==> src/rtl/sorted_frame_stats.sv <==
// Frame statistics for the sorter's serial output stream.
// Collects COUNT words, reports min/max/median/sum and an order flag.
module sorted_frame_stats #(
    parameter int WIDTH = 32,
    parameter int COUNT = 8,
    parameter int SUMW  = WIDTH + $clog2(COUNT)
) (
    input  logic             clk,
    input  logic             reset,
    input  logic             in_valid,
    input  logic [WIDTH-1:0] in_data,
    output logic             in_ready,
    output logic             out_valid,
    input  logic             out_ready,
    output logic [WIDTH-1:0] out_min,
    output logic [WIDTH-1:0] out_max,
    output logic [WIDTH-1:0] out_median,
    output logic [SUMW-1:0]  out_sum,
    output logic             out_order_ok,
    output logic [7:0]       frame_cnt
);

    localparam int IW = $clog2(COUNT);
    localparam logic [IW-1:0] LAST   = IW'(COUNT - 1);
    localparam logic [IW-1:0] MED_HI = IW'(COUNT / 2);
    localparam logic [IW-1:0] MED_LO = IW'(COUNT / 2 - 1);
    localparam bit ODD = (COUNT % 2) == 1;

    typedef enum logic {
        COLLECT,
        REPORT
    } state_t;

    state_t state, state_nx;

    logic [IW-1:0]    index;
    logic [WIDTH-1:0] prev;
    logic [WIDTH-1:0] min_r;
    logic [SUMW-1:0]  sum_acc;
    logic [WIDTH:0]   med_acc;
    logic             order_acc;

    logic             accept;
    logic             consume;
    logic             first;
    logic             last;
    logic [SUMW-1:0]  sum_nx;
    logic [WIDTH:0]   med_nx;
    logic             order_nx;
    logic [WIDTH-1:0] med_out;

    assign in_ready  = (state == COLLECT);
    assign out_valid = (state == REPORT);
    assign accept    = in_valid && in_ready;
    assign consume   = out_valid && out_ready;
    assign first     = (index == '0);
    assign last      = (index == LAST);

    always_ff @(posedge clk or negedge reset) begin
        if (!reset) begin
            state <= COLLECT;
        end else begin
            state <= state_nx;
        end
    end

    always_comb begin
        state_nx = state;
        unique case (state)
            COLLECT: if (accept && last) state_nx = REPORT;
            REPORT:  if (consume) state_nx = COLLECT;
            default: state_nx = COLLECT;
        endcase
    end

    // Next accumulator values; the last beat's result feeds the outputs
    // directly so a median half landing on the final word is included.
    always_comb begin
        sum_nx   = first ? SUMW'(in_data) : sum_acc + SUMW'(in_data);
        order_nx = first ? 1'b1 : (order_acc && !(in_data < prev));
        med_nx   = med_acc;
        if (ODD) begin
            if (index == MED_HI) med_nx = {1'b0, in_data};
        end else begin
            if (index == MED_LO) begin
                med_nx = {1'b0, in_data};
            end else if (index == MED_HI) begin
                med_nx = med_acc + {1'b0, in_data};
            end
        end
    end

    assign med_out = ODD ? med_nx[WIDTH-1:0] : med_nx[WIDTH:1];

    always_ff @(posedge clk or negedge reset) begin
        if (!reset) begin
            index        <= '0;
            prev         <= '0;
            min_r        <= '0;
            sum_acc      <= '0;
            med_acc      <= '0;
            order_acc    <= 1'b1;
            out_min      <= '0;
            out_max      <= '0;
            out_median   <= '0;
            out_sum      <= '0;
            out_order_ok <= 1'b1;
            frame_cnt    <= '0;
        end else begin
            if (accept) begin
                index     <= last ? '0 : index + 1'b1;
                prev      <= in_data;
                sum_acc   <= sum_nx;
                med_acc   <= med_nx;
                order_acc <= order_nx;
                if (first) min_r <= in_data;
                if (last) begin
                    out_min      <= min_r;
                    out_max      <= in_data;
                    out_median   <= med_out;
                    out_sum      <= sum_nx;
                    out_order_ok <= order_nx;
                end
            end
            if (consume) frame_cnt <= frame_cnt + 8'd1;
        end
    end

endmodule
==> config.mk <==
export PLATFORM = sky130hd
export DESIGN_NAME = sorted_frame_stats
export DESIGN_NICKNAME = d
export VERILOG_FILES = /design/src/rtl/sorted_frame_stats.sv
export SDC_FILE = /design/constraint.sdc
export NUM_CORES = 1
export LEC_CHECK = 0
export BUFFER_PORTS_ARGS = -buffer_cell sky130_fd_sc_hd__buf_2
export CAP_MARGIN = 20
export CORE_MARGIN = 2
export CORE_UTILIZATION = 54
export DETAILED_ROUTE_END_ITERATION = 10
export GPL_TIMING_DRIVEN = 0
export PLACE_DENSITY = 0.78
export SYNTH_ARGS = -nofsm -noshare
export SYNTH_HDL_FRONTEND = slang
export SYNTH_SLANG_ARGS = --single-unit
==> constraint.sdc <==
create_clock -name clk -period 2.82 [get_ports clk]
set_input_delay 0 -clock clk [delete_from_list [all_inputs] [get_ports clk]]
set_output_delay 0 -clock clk [all_outputs]
set_load 0.05 [all_outputs]
==> flow_metrics.tcl <==
set metrics [dict create \
    status "finished, violations left" \
    violations "setup timing" \
    clock_sinks 277 \
    synth_area_leaders "dfrtp_1 44%, nand2_1 10%, ha_1 8.1%, o21ai_0 5.7%, a21oi_1 3.5%" \
    drc_errors 0 \
    grt_pass1_wl_um 75910 \
    synth-seq-cells 277 \
    path_cells "ha_4 -> fa_2 -> a211oi_4 -> o21bai_2 -> a2111oi_4 -> o21ai_2 -> a21o_1 -> a41o_4 -> a21oi_2 -> mux2i_1 -> a31oi_1" \
    yosys_most_used_dff "dfrtp_1" \
    power_density_nw_per_um2 1302 \
    dr.pass1.iters 6 \
    dieArea_um2 30020 \
    wl_per_cell_um 20.51 \
    dieWidth_um 173.3 \
    critPathMaxStageDelay_ns 0.42 \
    avgSynthCellArea_um2 8.846 \
    start_util 0.5524 \
    final_layout_size_suffix_gt1_frac 0.1913 \
    wl_um 49450 \
    fin_nets 2153 \
    overflow 0 \
    rr_worst_depth 11 \
    clock_skew_ns 0.01833 \
    hpwl_um 34370 \
    seq_area_frac_synth 0.4482 \
    fin_tns_setup_ns -1.068 \
    gp_congestion 0.9418 \
    num_antenna_cells 0 \
    critical_path_class "reg2reg" \
    min_path_type "in2async" \
    top_layer "met5" \
    worst_slew_pin_slew_ns 0.8263 \
    slew_headroom 0.4491 \
    grt_pass1_vias 14040 \
    finalCritPeriodShare 1.062 \
    cts_max_path_buffers 3 \
    cts_buffers 30 \
    synth_edf_count 0 \
    fillers 2268 \
    crit_arrival_ns 3.41 \
    io_pins 178 \
    reg2reg_slack_ns -0.17 \
    ant_nets 0 \
    fp-row-count 61 \
    yosysTopAreaCell "dfrtp_1" \
    yosysWarnings 0 \
    cts_tree "yes" \
    finalHoldViolCount 0 \
    met3_length_um 3788 \
    slowest_stage "dfrtp_1" \
    met1Wirelength_um 19850 \
    leakage_nw 9.307 \
    cts_root_buf "clkbuf_16" \
    slew_violations 0 \
    setup_viol 8 \
    ir_drop_mv 0.7094 \
    synth.distinct_cells 68 \
    cp-start-kind "register" \
    core_area_um2 28010 \
    clk_latency_ns 0.57 \
    max-cap-violations 0 \
    timing.rr.end "med_acc[30]" \
    netlist.area_leader.share 0.4448 \
    grt_max_degree 119 \
    die_y_um 173.3 \
    cp_max_fo 3 \
    cts.htree.levels 1 \
    rsz0062_at_grt "true" \
    synth_cells 1749 \
    worstSetupEndpointType "register" \
    synth_nets 1887 \
    fmax_ghz 0.3340 \
    setup_slack_ns -0.1739 \
    wl_met2_um 23380 \
    synth_area_um2 15470 \
    required_ns 3.24 \
    min_period_ns 2.994 \
    holdWs_ns 0.03551 \
    via_per_inst 5.985 \
    synthArstFlopShare 1.000 \
    vias 14430 \
    clk_pin_slew_ns 0.06 \
    drtIter0Drc 1313 \
    groute.usage.overall 0.3174 \
    port_buffers 177 \
    r2r-start "med_acc[0]" \
    antenna_found_initial 1 \
    syn_to_final_growth_pct 21.48 \
]
-- metrics by stage --
stage	std cells	setup slack, ns	util	cell area, um^2	power (W)
global placement	2304	-3.264	0.6010	16830	0.01917
floorplan	1749	0.03011	-	15470	0.01620
finish	2411	-0.1739	0.6710	18800	0.02447
CTS	2397	-0.1674	0.6544	18330	0.02363
detailed placement	2306	-0.3750	0.6033	16900	0.01953
global route	2411	-0.2599	0.6710	18800	0.02596
-- synthesized netlist by cell type, types with 5 or more instances --
| cell | n |
|---|---|
| nor3_1 | 15 |
| mux2_2 | 32 |
| o21ai_0 | 176 |
| o211ai_1 | 13 |
| buf_1 | 6 |
| xor2_1 | 32 |
| nand3_1 | 15 |
| mux2i_1 | 13 |
| o21ai_1 | 41 |
| dfrtp_1 | 275 |
| xnor2_1 | 28 |
| a211oi_1 | 10 |
| nand2_1 | 431 |
| nand2b_1 | 7 |
| inv_1 | 54 |
| nor2_1 | 72 |
| nand4_1 | 16 |
| nor2b_1 | 14 |
| a31oi_1 | 18 |
| o21a_1 | 9 |
| o31ai_1 | 13 |
| a21oi_1 | 107 |
| and2_1 | 5 |
| o21bai_1 | 13 |
| clkbuf_1 | 75 |
| a21o_1 | 52 |
| ha_1 | 100 |
| or3_1 | 9 |
| a211oi_2 | 6 |
| and3_1 | 25 |
-- worst max path at each step --
| stage | start | endpoint | slack [ns] | cells after the start |
|---|---|---|---|---|
| floorplan | med_acc[0] | med_acc[26] | 0.03 | 11 |
| global placement | reset | out_median[25] | -3.26 | 1 |
| detailed placement | out_valid | out_max[11] | -0.38 | 8 |
| CTS | med_acc[0] | med_acc[26] | -0.17 | 11 |
| global route | med_acc[0] | med_acc[22] | -0.26 | 11 |
| finish | med_acc[0] | med_acc[30] | -0.17 | 11 |
-- registers in the layout, indices dropped and copies added, names as in the netlist --
register	flops
index	3
out_max	32
sum_acc	35
prev	32
min_r	32
order_acc	1
out_sum	35
out_median	32
med_acc	33
frame_cnt	8
out_order_ok	1
out_min	32
out_valid	1
-- layout make-up --
type                       count  area, um^2  share of cell area
tap                          378       473.0             0.02516
timing repair buffer         237        1479             0.07868
multi-input combinational   1334        8424              0.4482
buffer                        81       335.3             0.01784
clock inverter                 9       73.82            0.003928
inverter                      54       202.7             0.01078
clock buffer                  41       873.3             0.04647
sequential                   277        6934              0.3689
-- cells by family (layout without fill, tap and decap cells) --
kind of cell    after synthesis  in the layout  synth area share
buf+inv                     138            422           0.03372
fa+ha+maj                   102            102           0.08345
mux                          45             45           0.03170
simple gates                623            623            0.1691
flops                       277            277            0.4482
xor+xnor                     60             60           0.03396
compound gates              504            504            0.1999
-- power by group --
group          internal, W  switching [W]  total, W
clock              0.00223        0.00162   0.00384
combinational      0.00457        0.00929    0.0139
sequential         0.00567        0.00110   0.00677
total               0.0125         0.0120    0.0245
-- cell usage in the layout (no fill, tap or decap), types with 12 or more instances in the layout --
| cell | count |
|---|---|
| and3_1 | 25 |
| nand2_1 | 428 |
| dlygate4sd3_1 | 34 |
| a21oi_1 | 94 |
| clkbuf_16 | 31 |
| nor2_1 | 71 |
| o21ai_0 | 171 |
| mux2i_1 | 13 |
| buf_2 | 178 |
| mux2_2 | 32 |
| a21o_1 | 52 |
| o21ai_1 | 38 |
| buf_4 | 22 |
| nand4_1 | 16 |
| xnor2_1 | 28 |
| o211ai_1 | 13 |
| nor2b_1 | 13 |
| ha_1 | 83 |
| inv_1 | 53 |
| clkbuf_1 | 64 |
| dfrtp_1 | 275 |
| nand3_1 | 14 |
| a21oi_2 | 12 |
| xor2_1 | 32 |
| a31oi_1 | 16 |
-- layer usage --
layer | track usage | up-vias
met5 | 0 | -
li1 | - | 6592
met4 | 0.1423 | 2
met1 | 0.4157 | 7021
met3 | 0.04430 | 164
met2 | 0.5272 | 651
-- critical path: cells and delay by family, from the launching register on --
family / cells / cell delay, ns
AO/OA/AOI/OAI: 8 / 1.63
adder cells (fa/ha/maj): 2 / 0.55
flip-flops: 1 / 0.42
multiplexers: 1 / 0.25
-- what timing repair did --
item | 4_1_cts | 5_1_grt
gates resized for setup | 23 | 92
endpoints found under the setup margin | 113 | 114
setup buffers | 8 | 17
cloned | 0 | 0
hold buffers | 34 | 0
pin swaps | 18 | 50
endpoints found under the hold margin | 266 | 0
Note: power is estimated with default switching activity, not from simulation.
